<file path="src/rtl/cpu_pkg.sv">
// Shared CPU package: datapath widths, NOP encoding, reset vector and
// the fetch slot record carried between fetch and the IF/ID register.
package cpu_pkg;
  localparam int INSTR_W = 32;
  localparam int ADDR_W  = 32;
  localparam logic [INSTR_W-1:0] NOP = 32'h0000_0000;
  localparam logic [ADDR_W-1:0] RESET_PC_DEF = 32'h0000_0000;

  typedef struct packed {
    logic [ADDR_W-1:0]  pc4;
    logic [INSTR_W-1:0] instr;
    logic               filled;
  } slot_t;
endpackage

</file>
<file path="src/rtl/if_slot_queue.sv">
// In-order fetch slot queue: slots are allocated on grant, filled on
// response and retired at the head; a flush empties everything.
module if_slot_queue
  import cpu_pkg::*;
#(
  parameter int DEPTH = 2
) (
  input  logic                     clk_i,
  input  logic                     rst_i,
  input  logic                     flush_i,
  input  logic                     alloc_i,
  input  logic [ADDR_W-1:0]        alloc_pc4_i,
  input  logic                     fill_i,
  input  logic [INSTR_W-1:0]       fill_data_i,
  input  logic                     pop_i,
  output logic                     head_vld_o,
  output logic [INSTR_W-1:0]       head_instr_o,
  output logic [ADDR_W-1:0]        head_pc4_o,
  output logic [$clog2(DEPTH):0]   count_o,
  output logic [$clog2(DEPTH):0]   unfilled_o
);
  localparam int IW = $clog2(DEPTH);
  localparam int PW = IW + 1;

  slot_t [DEPTH-1:0] slot_q, slot_d;
  logic [PW-1:0] alloc_q, alloc_d;
  logic [PW-1:0] fill_q, fill_d;
  logic [PW-1:0] head_q, head_d;

  logic [IW-1:0] aidx, fidx, hidx;
  assign aidx = alloc_q[IW-1:0];
  assign fidx = fill_q[IW-1:0];
  assign hidx = head_q[IW-1:0];

  // Pointers carry a wrap bit so differences give occupancy directly.
  assign count_o      = alloc_q - head_q;
  assign unfilled_o   = alloc_q - fill_q;
  assign head_vld_o   = slot_q[hidx].filled;
  assign head_instr_o = slot_q[hidx].instr;
  assign head_pc4_o   = slot_q[hidx].pc4;

  always_comb begin
    slot_d  = slot_q;
    alloc_d = alloc_q;
    fill_d  = fill_q;
    head_d  = head_q;
    if (flush_i) begin
      for (int i = 0; i < DEPTH; i++) slot_d[i].filled = 1'b0;
      alloc_d = '0;
      fill_d  = '0;
      head_d  = '0;
    end else begin
      if (pop_i) begin
        slot_d[hidx].filled = 1'b0;
        head_d = head_q + PW'(1);
      end
      if (alloc_i) begin
        slot_d[aidx].pc4    = alloc_pc4_i;
        slot_d[aidx].filled = 1'b0;
        alloc_d = alloc_q + PW'(1);
      end
      if (fill_i) begin
        slot_d[fidx].instr  = fill_data_i;
        slot_d[fidx].filled = 1'b1;
        fill_d = fill_q + PW'(1);
      end
    end
  end

  always_ff @(posedge clk_i or posedge rst_i) begin
    if (rst_i) begin
      slot_q  <= '0;
      alloc_q <= '0;
      fill_q  <= '0;
      head_q  <= '0;
    end else begin
      slot_q  <= slot_d;
      alloc_q <= alloc_d;
      fill_q  <= fill_d;
      head_q  <= head_d;
    end
  end
endmodule

</file>
<file path="src/rtl/if_fetch_unit.sv">
// Instruction fetch stage: PC, request issue to variable-latency imem,
// wrong-path response dropping and presentation of the head slot to IF/ID.
module if_fetch_unit
  import cpu_pkg::*;
#(
  parameter logic [ADDR_W-1:0] RESET_PC = RESET_PC_DEF,
  parameter int                DEPTH    = 2
) (
  input  logic               CLK,
  input  logic               RST,
  input  logic               StallF,
  input  logic               PCSrcD,
  input  logic [ADDR_W-1:0]  PCBranchD,
  output logic               IM_REQ,
  output logic [ADDR_W-1:0]  IM_ADDR,
  input  logic               IM_GNT,
  input  logic               IM_RVALID,
  input  logic [INSTR_W-1:0] IM_RDATA,
  output logic [INSTR_W-1:0] InstrF,
  output logic [ADDR_W-1:0]  PCPlus4F,
  output logic               ValidF
);
  localparam int PW = $clog2(DEPTH) + 1;
  localparam int DW = $clog2(2 * DEPTH + 1);

  logic [ADDR_W-1:0]  pc_q, pc_d;
  logic [DW-1:0]      drop_q, drop_d;
  logic [PW-1:0]      count, unfilled;
  logic               head_vld, pop, grant;
  logic               drop_rsp, fill_ok, fill;
  logic [INSTR_W-1:0] head_instr;
  logic [ADDR_W-1:0]  head_pc4;

  assign pop      = head_vld && !StallF && !PCSrcD;
  assign IM_REQ   = !PCSrcD && (count < PW'(DEPTH) || pop);
  assign IM_ADDR  = pc_q;
  assign grant    = IM_REQ && IM_GNT;
  assign drop_rsp = IM_RVALID && (drop_q != '0);
  assign fill_ok  = IM_RVALID && (drop_q == '0) && (unfilled != '0);
  assign fill     = fill_ok && !PCSrcD;

  assign ValidF   = head_vld;
  assign InstrF   = head_vld ? head_instr : NOP;
  assign PCPlus4F = head_vld ? head_pc4 : '0;

  // Everything still owed by memory becomes wrong-path once redirected.
  always_comb begin
    pc_d   = pc_q;
    drop_d = drop_q;
    if (PCSrcD) begin
      pc_d   = PCBranchD;
      drop_d = drop_q + DW'(unfilled) - DW'(drop_rsp || fill_ok);
    end else begin
      if (grant) pc_d = pc_q + 32'd4;
      if (drop_rsp) drop_d = drop_q - DW'(1);
    end
  end

  always_ff @(posedge CLK or posedge RST) begin
    if (RST) begin
      pc_q   <= RESET_PC;
      drop_q <= '0;
    end else begin
      pc_q   <= pc_d;
      drop_q <= drop_d;
    end
  end

  if_slot_queue #(.DEPTH(DEPTH)) u_slots (
    .clk_i        (CLK),
    .rst_i        (RST),
    .flush_i      (PCSrcD),
    .alloc_i      (grant),
    .alloc_pc4_i  (pc_q + 32'd4),
    .fill_i       (fill),
    .fill_data_i  (IM_RDATA),
    .pop_i        (pop),
    .head_vld_o   (head_vld),
    .head_instr_o (head_instr),
    .head_pc4_o   (head_pc4),
    .count_o      (count),
    .unfilled_o   (unfilled)
  );

  a_no_orphan_rsp: assert property (@(posedge CLK) disable iff (RST)
    IM_RVALID |-> (drop_q != '0 || unfilled != '0));
endmodule
</file>
<file path="config.mk">
export PLATFORM = sky130hd
export DESIGN_NAME = if_fetch_unit
export DESIGN_NICKNAME = d
export VERILOG_FILES = /design/src/rtl/cpu_pkg.sv /design/src/rtl/if_slot_queue.sv /design/src/rtl/if_fetch_unit.sv
export SDC_FILE = /design/constraint.sdc
export NUM_CORES = 1
export LEC_CHECK = 0
export CORE_ASPECT_RATIO = 1.25
export CORE_UTILIZATION = 50
export DETAILED_ROUTE_END_ITERATION = 8
export PLACE_DENSITY = 0.85
export SLEW_MARGIN = 30
export SYNTH_ARGS = -nofsm -noshare
export SYNTH_HDL_FRONTEND = slang
export SYNTH_SLANG_ARGS = --single-unit
</file>
<file path="constraint.sdc">
create_clock -name CLK -period 6.67 [get_ports CLK]
set_input_delay 0.667 -clock CLK [delete_from_list [all_inputs] [get_ports CLK]]
set_output_delay 0.667 -clock CLK [all_outputs]
set_load 0.005 [all_outputs]
</file>
# ---- Word-level counts from Yosys, hierarchy flattened
# Index checks and enable logic that the tools add are counted.
dict set report op_classes {
  addsub 9
  eq_ne 0
  n_div 0
  n_lt_le_gt_ge 7
  bitwise 0
  shift 0
  n_mux 36
  reduce_logical 22
  multipliers 0
}
# op count
set ops {}
lappend ops {{130-bit bitwise mux} 5}
lappend ops {{130-bit 2-to-1 mux} 5}
lappend ops {{65-bit demux with 1-bit select} 5}
lappend ops {{65-bit 2-to-1 mux} 3}
lappend ops {{32-bit 2-to-1 mux} 4}
lappend ops {{33-bit 2-to-1 mux} 1}
lappend ops {{32-bit by 3-bit adder with 32-bit output, second input constant} 1}
lappend ops {{2-bit 2-to-1 mux} 6}
lappend ops {{1-bit logical AND} 11}
lappend ops {{2-bit nonzero test} 5}
lappend ops {{2-bit by 1-bit adder with 2-bit output, second input constant} 3}
lappend ops {{1-bit by 2-bit < comparator with 1-bit output, second input constant} 3}
lappend ops {{3-bit 2-to-1 mux} 2}
lappend ops {{1-bit 2-to-1 mux} 5}
lappend ops {{2-bit subtractor} 2}
lappend ops {{3-bit by 2-bit adder with 3-bit output} 1}
lappend ops {{1-bit greater-or-equal comparator, second input constant} 3}
lappend ops {{3-bit logical NOT} 1}
lappend ops {{3-bit nonzero test} 1}
lappend ops {{3-bit by 1-bit subtractor with 3-bit output} 1}
lappend ops {{3-bit by 1-bit subtractor with 3-bit output, second input constant} 1}
lappend ops {{1-bit logical NOT} 2}
lappend ops {{1-bit logical OR} 2}
lappend ops {{2-bit < comparator, second input constant} 1}
dict set report totals {
  ramBits 0
  regBits 171
  mem_count 0
  latch_bits 0
  rom_bits 0
}

# ---- Depth between registers and ports, before layout
# Gate-level depths: netlist of run 1.
dict set report depth {
  ltp_word 15
  mapped_depth 13
  depth_no_buf 13
}

# ---- Modules after synthesis
# From an unflattened synthesis of run 1, not the netlist that was laid out.
dict set report unflattened {
  hier_cells 749
  area_unflattened_um2 9058.7
}
# module cells_each instances area_each_um2
set by_module_without_submodules {}
lappend by_module_without_submodules {if_slot_queue 388 1 6028.3}
lappend by_module_without_submodules {if_fetch_unit 361 1 3030.4}

# ---- Least setup slack after synthesis of run 1
# No wires, ideal clock.
dict set report synth_timing {
  kind {reg2reg}
  startpoint {register u_slots.alloc_q[0]}
  endpoint {register drop_q[2]}
  stages_incl_launch_ff 14
  arrival_ns 2.446
  required_time_ns 6.590
  setup_ns 0.080
  n_path_buf 0
  slack_ns 4.144
  synth_period_minus_slack_ns 2.526
  cell_sequence {dfrtp_1 -> inv_1 -> ha_1 -> xnor3_1 -> a21boi_2 -> nand2b_1 -> ha_1 -> inv_1 -> ha_1 -> fa_1 -> xnor2_1 -> nor2_1 -> a41oi_1 -> xnor2_1}
}
dict set report synth_between {
  elab_chain_cells 6
  elab_cells_between_ends 7
  cone_classes {add/sub (3); mux (1); reduce/logical (3)}
}
# element line
set synth_lines {}
lappend synth_lines {{start: declaration} if_slot_queue.sv:26} ;# logic [PW-1:0] alloc_q, alloc_d;
lappend synth_lines {{start signal: assignment} if_slot_queue.sv:78} ;# alloc_q <= alloc_d;
lappend synth_lines {{2-bit subtractor *} if_slot_queue.sv:37} ;# assign unfilled_o = alloc_q - fill_q;
lappend synth_lines {{parallel branches: the longest is 3 deep, another holds 3-bit by 2-bit adder with 3-bit output} --}
lappend synth_lines {{3-bit by 1-bit subtractor with 3-bit output *} if_fetch_unit.sv:52} ;# drop_d = drop_q + DW'(unfilled) - DW'(drop_rsp || fill_ok);
lappend synth_lines {{3-bit 2-to-1 mux *} if_fetch_unit.sv:50} ;# if (PCSrcD) begin
lappend synth_lines {{end signal: assignment} if_fetch_unit.sv:65} ;# drop_q <= drop_d;
lappend synth_lines {{end: declaration} if_fetch_unit.sv:27} ;# logic [DW-1:0] drop_q, drop_d;
# Every way passes the cells marked *.
# A chain may end at the register's enable or synchronous reset.

# ---- Final worst setup path of run 1
dict set report layout_timing {
  startpoint {register u_slots.head_q[0]}
  endpoint {output port InstrF[4]}
}
dict set report layout_between {
  elab_chain_cells 3
}
# element line
set layout_lines {}
lappend layout_lines {{start: declaration} if_slot_queue.sv:28} ;# logic [PW-1:0] head_q, head_d;
lappend layout_lines {{start signal: assignment} if_slot_queue.sv:75} ;# head_q <= '0;
lappend layout_lines {{start signal: assignment} if_slot_queue.sv:80} ;# head_q <= head_d;
lappend layout_lines {{65-bit 2-to-1 mux (implied by the code)} if_slot_queue.sv:38} ;# assign head_vld_o = slot_q[hidx].filled;
lappend layout_lines {{65-bit 2-to-1 mux (implied by the code)} if_slot_queue.sv:39} ;# assign head_instr_o = slot_q[hidx].instr;
lappend layout_lines {{32-bit 2-to-1 mux} if_fetch_unit.sv:43} ;# assign InstrF = head_vld ? head_instr : NOP;
lappend layout_lines {{end: declaration} if_fetch_unit.sv:19} ;# output logic [INSTR_W-1:0] InstrF,
# Every way passes these cells. The select of a mux whose other input is x is not followed.

==> out/qor.txt, run 1 <==
status - complete, no violations
top cell type's share of synthesized area - 49.9%
hold_sp - u_slots.slot_q[118]
final hold vios - 0
Final Wtd Congestion - 0.836
RSZ-0062 raised after global routing - false
switching share of power - 28.9%
drt via density - 5.51
CP Data Arrival Time - 2950 ps
Max VDD drop - 0.000149 V
Mean Syn Cell Area - 10.5 sq um
critical path endpoint category - primary output
clock share of power - 29.2%
Mapped Cells - 816
hold path depth - 2
drt wl/cell - 16.9 microns
CTS Buf Count - 17
setup violators final - 0
share of layout cells above drive strength 1 - 12.7%
max_cap viols - 0
Hold Path Sink - u_slots.slot_q[118]
R2R Path Start - u_slots.head_q[0]
fin. max-slew vios - 0
initial core utilization - 51.1%
Die Wd - 119 microns
Synth cell types - 41
top-level port count - 168
Setup crit start kind - flip-flop
Core ar. - 16,800 sq um
Pre-antenna DRT Iters - 5
final global-route overflow total - 0
Final nets - 1,034
R2R Setup Slk - 3600 ps
initial antenna violation count - 0
crit path max fanout - 51
worst skew pair latency - 420 ps
DR iter-0 viols - 400
most frequent cells after synthesis - dfrtp_1, nor2_1, nand2_1
Ys Warns - 0
cell leakage power - 4.52 nW
top-count cell post-synth - dfrtp_1
final worst-path cycle share - 54.3%
gr usage total - 23.7%
Post-synth EDFFs - 0
clk sinks - 171
FF-to-FF path depth - 5
setup bufs post-CTS - 0
Syn Nets - 894
R2R Path End - u_slots.slot_q[119]
largest net degree at the start of global routing - 120
Setup Skew - 9.59 ps
Root Driver - clkbuf_16
Post-DP HPWL - 13,500 microns
register area share after synthesis - 49.9%
NetSw - 0.892 mW
relative slew slack - 36.4%
Ant. Diodes - 0
Worst Hold Class - flip-flop to flip-flop
# DRC - 0
Reg clk slew, reported paths - 60 ps
pre-CTS WS - 3230 ps
CTS tree - yes
TNS Setup - 0 ps
Worst Max-Slew Pin Slew - 945 ps
number of global-route vias before repair - 6,584
flops & latches, synth - 171
post-route ant nets - 0
PortBufs - 167
CP required - 6000 ps
pwr/cell area - 282 nW/um^2
post-synthesis async set-or-reset flop share - 100%
DRT Wirelength - 20,100 microns
Internal - 2.19 mW
vias after detailed routing - 6,542
CTS Hold Bufs - 0
row count - 53
Gate power share - 23.4%
Post-CTS Resized - 0
synthesized cell area - 8580 sq um
Max Clk Rate - 276 MHz
Layout Area Growth over Synthesis - 27.5%
CTS H-Tree Depth - 4
Die Y-Extent - 148 microns
clock buffer depth - 2
Flop pwr share - 47.5%
ys flop type - dfrtp_1
setup ws final - 3050 ps
Synth area leaders - dfrtp_1, mux2i_1, mux2_2
biggest area consumer among synthesized cells - dfrtp_1
crit path kind - flip-flop to primary output
Min Clock Period, post-route - 3620 ps
die area - 17,700 sq um
global-route wire length before repair - 32,800 microns
-- critical path, stage by stage (launching register included) --
cell	delay (ps)
dfrtp_4	640
mux2i_4	640
buf_4	590
nor2_1	140
clkdlybuf4s50_1	470
-- cell type report --
cell class / count / area [sq um]
timing repair buffer: 174 / 1720
fill: 1352 / 5840
sequential: 171 / 4280
clock inverter: 9 / 68.8
clock buffer: 22 / 464
multi-input combinational: 577 / 4060
inverter: 15 / 63.8
tap: 220 / 275
-- metrics by stage --
stage | hold WS [ps] | power [mW] | instances | instance area [sq um] | utilization (%)
4_1_cts | 483 | 3.11 | 1188 | 10900 | 65.1
3_3_place_gp | 460 | 2.16 | 1156 | 10400 | 61.8
6_report | 477 | 3.08 | 1188 | 10900 | 65.2
2_1_floorplan | 450 | 1.94 | 816 | 8580 | -
3_5_place_dp | 470 | 2.20 | 1157 | 10400 | 61.9
5_1_grt | 495 | 3.27 | 1188 | 10900 | 65.2
-- kinds of logic (layout without fill, tap and decap cells) --
kind of cell             count (synthesis)  count (layout)  synth area share, %
AO/OA/AOI/OAI                          128             128                 8.68
XOR/XNOR                                55              55                 5.78
adder cells (fa/ha/maj)                  8               8                 1.25
buffers and inverters                   68             220                 3.49
flip-flops                             171             171                 49.9
multiplexers                           138             138                 18.4
AND/OR/NAND/NOR                        248             248                 12.5
-- flip-flops by register name (all words and copies together), names as in the netlist --
| register | count |
|---|---|
| IM_ADDR | 32 |
| drop_q | 3 |
| u_slots.alloc_q | 2 |
| u_slots.fill_q | 2 |
| u_slots.head_q | 2 |
| u_slots.slot_q | 130 |
-- power groups by stage --
stage | Clock, mW | Sequential, mW | Combinational, mW
2_1_floorplan | 0 | 1.42 | 0.520
3_3_place_gp | 0 | 1.46 | 0.695
3_5_place_dp | 0 | 1.47 | 0.726
4_1_cts | 0.920 | 1.46 | 0.729
5_1_grt | 0.961 | 1.49 | 0.813
6_report | 0.900 | 1.46 | 0.721
-- cells in the final DEF, fill, tap and decap left out, drive strengths merged, types with 3 or more instances in the layout --
cell and instances:
nor3 5, and3 4, or3 13, o21ai 62, a31oi 12, nand2b 3
o2111ai 7, o211ai 10, nand2 68, clkbuf 22, nor4 5, a21oi 32
clkinv 7, buf 8, clkdlybuf4s50 166, ha 7, dfrtp 171, mux2 72
xor2 33, mux2i 66, nand4 5, xnor2 21, nor2 120, nand3 16
inv 15
-- routing by layer --
| metal | global-route usage [%] | vias up | routed length, microns |
|---|---|---|---|
| met3 | 5.14 | 29 | 1120 |
| li1 | - | 3084 | - |
| met1 | 28.7 | 3200 | 8130 |
| met2 | 41.0 | 229 | 10400 |
| met4 | 9.18 | 0 | 429 |
| met5 | 0 | - | 0 |
-- how the worst max path moves through the flow --
| stage | startpoint | endpoint | slack, ps | cells past startpoint |
|---|---|---|---|---|
| 3_3_place_gp | IM_GNT | u_slots.slot_q[43] | 3250 | 6 |
| 3_5_place_dp | PCSrcD | u_slots.slot_q[119] | 3230 | 5 |
| 6_report | u_slots.head_q[0] | InstrF[4] | 3050 | 4 |
| 5_1_grt | u_slots.head_q[0] | InstrF[16] | 2890 | 4 |
| 4_1_cts | u_slots.head_q[0] | InstrF[19] | 3020 | 4 |
| 2_1_floorplan | RST | IM_ADDR[0] | 1370 | 1 |
(Power assumes the default switching activity.)
==> run 2: changes to the inputs <==
CORE_UTILIZATION = 47   (was 50)
PLACE_DENSITY = 0.84   (was 0.85)
clock period = 3 ns   (was 6.67 ns; I/O delays follow)
==> run 2 against run 1 <==
Final cell count increased by 1.6%. Power increased by 130%. Critical path depth unchanged. Via count about the same. Largest power group unchanged. Highest routed layer unchanged.
==> out/qor.txt, run 2 (same netlist as run 1, synthesis figures left out) <==
CTS H-Tree Depth - 4
final worst-path cycle share - 94.5%
# DRC - 0
Buf+Inv Stages, Crit Path - 2
status - complete, no violations
RSZ-0062 raised after global routing - false
R2R Setup Slk - 290 ps
crit path kind - flip-flop to primary output
max_cap viols - 0
worst skew pair latency - 420 ps
largest net degree at the start of global routing - 99
R2R Path Start - u_slots.alloc_q[0]
Worst Hold Class - input pin to async pin
Reg with most FFs - u_slots.slot_q
Setup Skew - 5.91 ps
Final nets - 1,048
Post-DP HPWL - 14,100 microns
Cells after DPL - 1,175
number of global-route vias before repair - 6,682
TNS Setup - 0 ps
DR iter-0 viols - 392
CTS Buf Count - 17
gr usage total - 23.3%
final hold vios - 0
DRT Wirelength - 20,500 microns
post-route ant nets - 0
most frequent cells in the layout - dfrtp_1, clkdlybuf4s50_1, nor2_1, nand2_1, mux2i_1
Min Clock Period, post-route - 2840 ps
Setup crit start kind - flip-flop
clock buffer depth - 2
Post-CTS Resized - 0
Core ar. - 17,600 sq um
Ant. Diodes - 0
CP Data Arrival Time - 2540 ps
CP peak stage delay - 720 ps
Root Driver - clkbuf_16
setup violators final - 0
CTS Hold Bufs - 0
Die Y-Extent - 153 microns
final global-route overflow total - 0
Layout Area Growth over Synthesis - 29.3%
Final Wtd Congestion - 0.804
critical path, cell by cell - buf_4 -> mux2i_1 -> nor2_1 -> clkdlybuf4s50_1
Cell Count, Final, Fillers Out - 1,207
cell count along the critical path - 4
die area - 18,800 sq um
CP max stage cell - buf_4
pwr/cell area - 632 nW/um^2
share of layout cells above drive strength 1 - 14.0%
initial core utilization - 48.6%
Reg clk slew, reported paths - 60 ps
Max VDD drop - 0.000403 V
critical path endpoint category - primary output
global-route wire length before repair - 34,000 microns
max reg flops - 130
fin. max-slew vios - 0
cell leakage power - 4.61 nW
Max Clk Rate - 353 MHz
PortBufs - 167
drt via density - 5.42
crit path max fanout - 50
R2R Path End - drop_q[2]
Worst Max-Slew Pin Slew - 901 ps
setup bufs post-CTS - 0
top-level port count - 168
CP required - 2700 ps
vias after detailed routing - 6,540
CTS tree - yes
FF-to-FF path depth - 13
Pre-antenna DRT Iters - 4
largest delay contributor family on the critical path - buffers and inverters
Die Wd - 123 microns
initial antenna violation count - 0
drt wl/cell - 17.0 microns
clk sinks - 171
most common cell after layout, fill and taps aside - dfrtp_1
row count - 54
relative slew slack - 40.0%
-- run 2: cell types whose count changed in the layout (fill, tap and decap cells not counted), sizes merged --
cell / change
inv: +2
clkinv: -1
bufinv: +1
clkinvlp: +1
clkbuf: -2
buf: +14
-- run 2: routing by layer --
layer  global-route usage, %  share of wire (%)  vias up
li1                        -                  -     3116
met1                    29.1                 41     3202
met2                    38.7                 50      188
met3                    5.71                6.3       34
met4                    8.71                2.2        0
met5                       0                  0        -
-- run 2: layout make-up --
class                           instances  area [sq um]
Multi-Input combinational cell        577          4040
Tap cell                              224           280
Clock inverter                         12           115
Timing Repair Buffer                  188          1850
Inverter                               15          60.1
Fill cell                            1425          6550
Sequential cell                       171          4280
Clock buffer                           20           457
-- run 2: where the power goes --
group / switching, mW / total [mW] / internal, mW
registers: 0.368 / 3.24 / 2.88
logic: 0.721 / 1.63 / 0.912
clock network: 0.932 / 2.13 / 1.20
total: 2.02 / 7.01 / 4.99
-- run 2: per-stage QoR --
stage / setup slack (ps) / instance area, sq um / hold slack [ps] / total power, mW / utilization, %
3_3_place_gp: 331 / 10500 / 461 / 4.81 / 59.6
5_1_grt: 47.6 / 11100 / 180 / 7.43 / 62.9
2_1_floorplan: 474 / 8580 / 420 / 4.32 / -
6_report: 164 / 11100 / 167 / 7.01 / 62.9
3_5_place_dp: 224 / 10500 / 470 / 4.92 / 59.6
4_1_cts: 150 / 11100 / 158 / 7.07 / 62.9
-- run 2: worst max-delay path by stage --
stage,startpoint,endpoint,slack [ps]
detailed placement,u_slots.alloc_q[0],drop_q[2],220
floorplan,u_slots.alloc_q[0],drop_q[2],470
global route,u_slots.head_q[0],PCPlus4F[25],50
global placement,u_slots.alloc_q[0],drop_q[2],330
CTS,u_slots.head_q[0],PCPlus4F[27],150
finish,u_slots.head_q[0],PCPlus4F[27],160
-- run 2: worst reg2reg max path, cell delays in order (launching register included) --
cell and delay (ps):
dfrtp_2 430, inv_1 80, ha_1 180, xnor3_1 240, a21boi_2 90, nand2b_1 150, ha_1 280, inv_1 40
ha_1 190, fa_1 380, xnor2_1 170, nor2_1 60, a41oi_1 200, xnor2_1 140
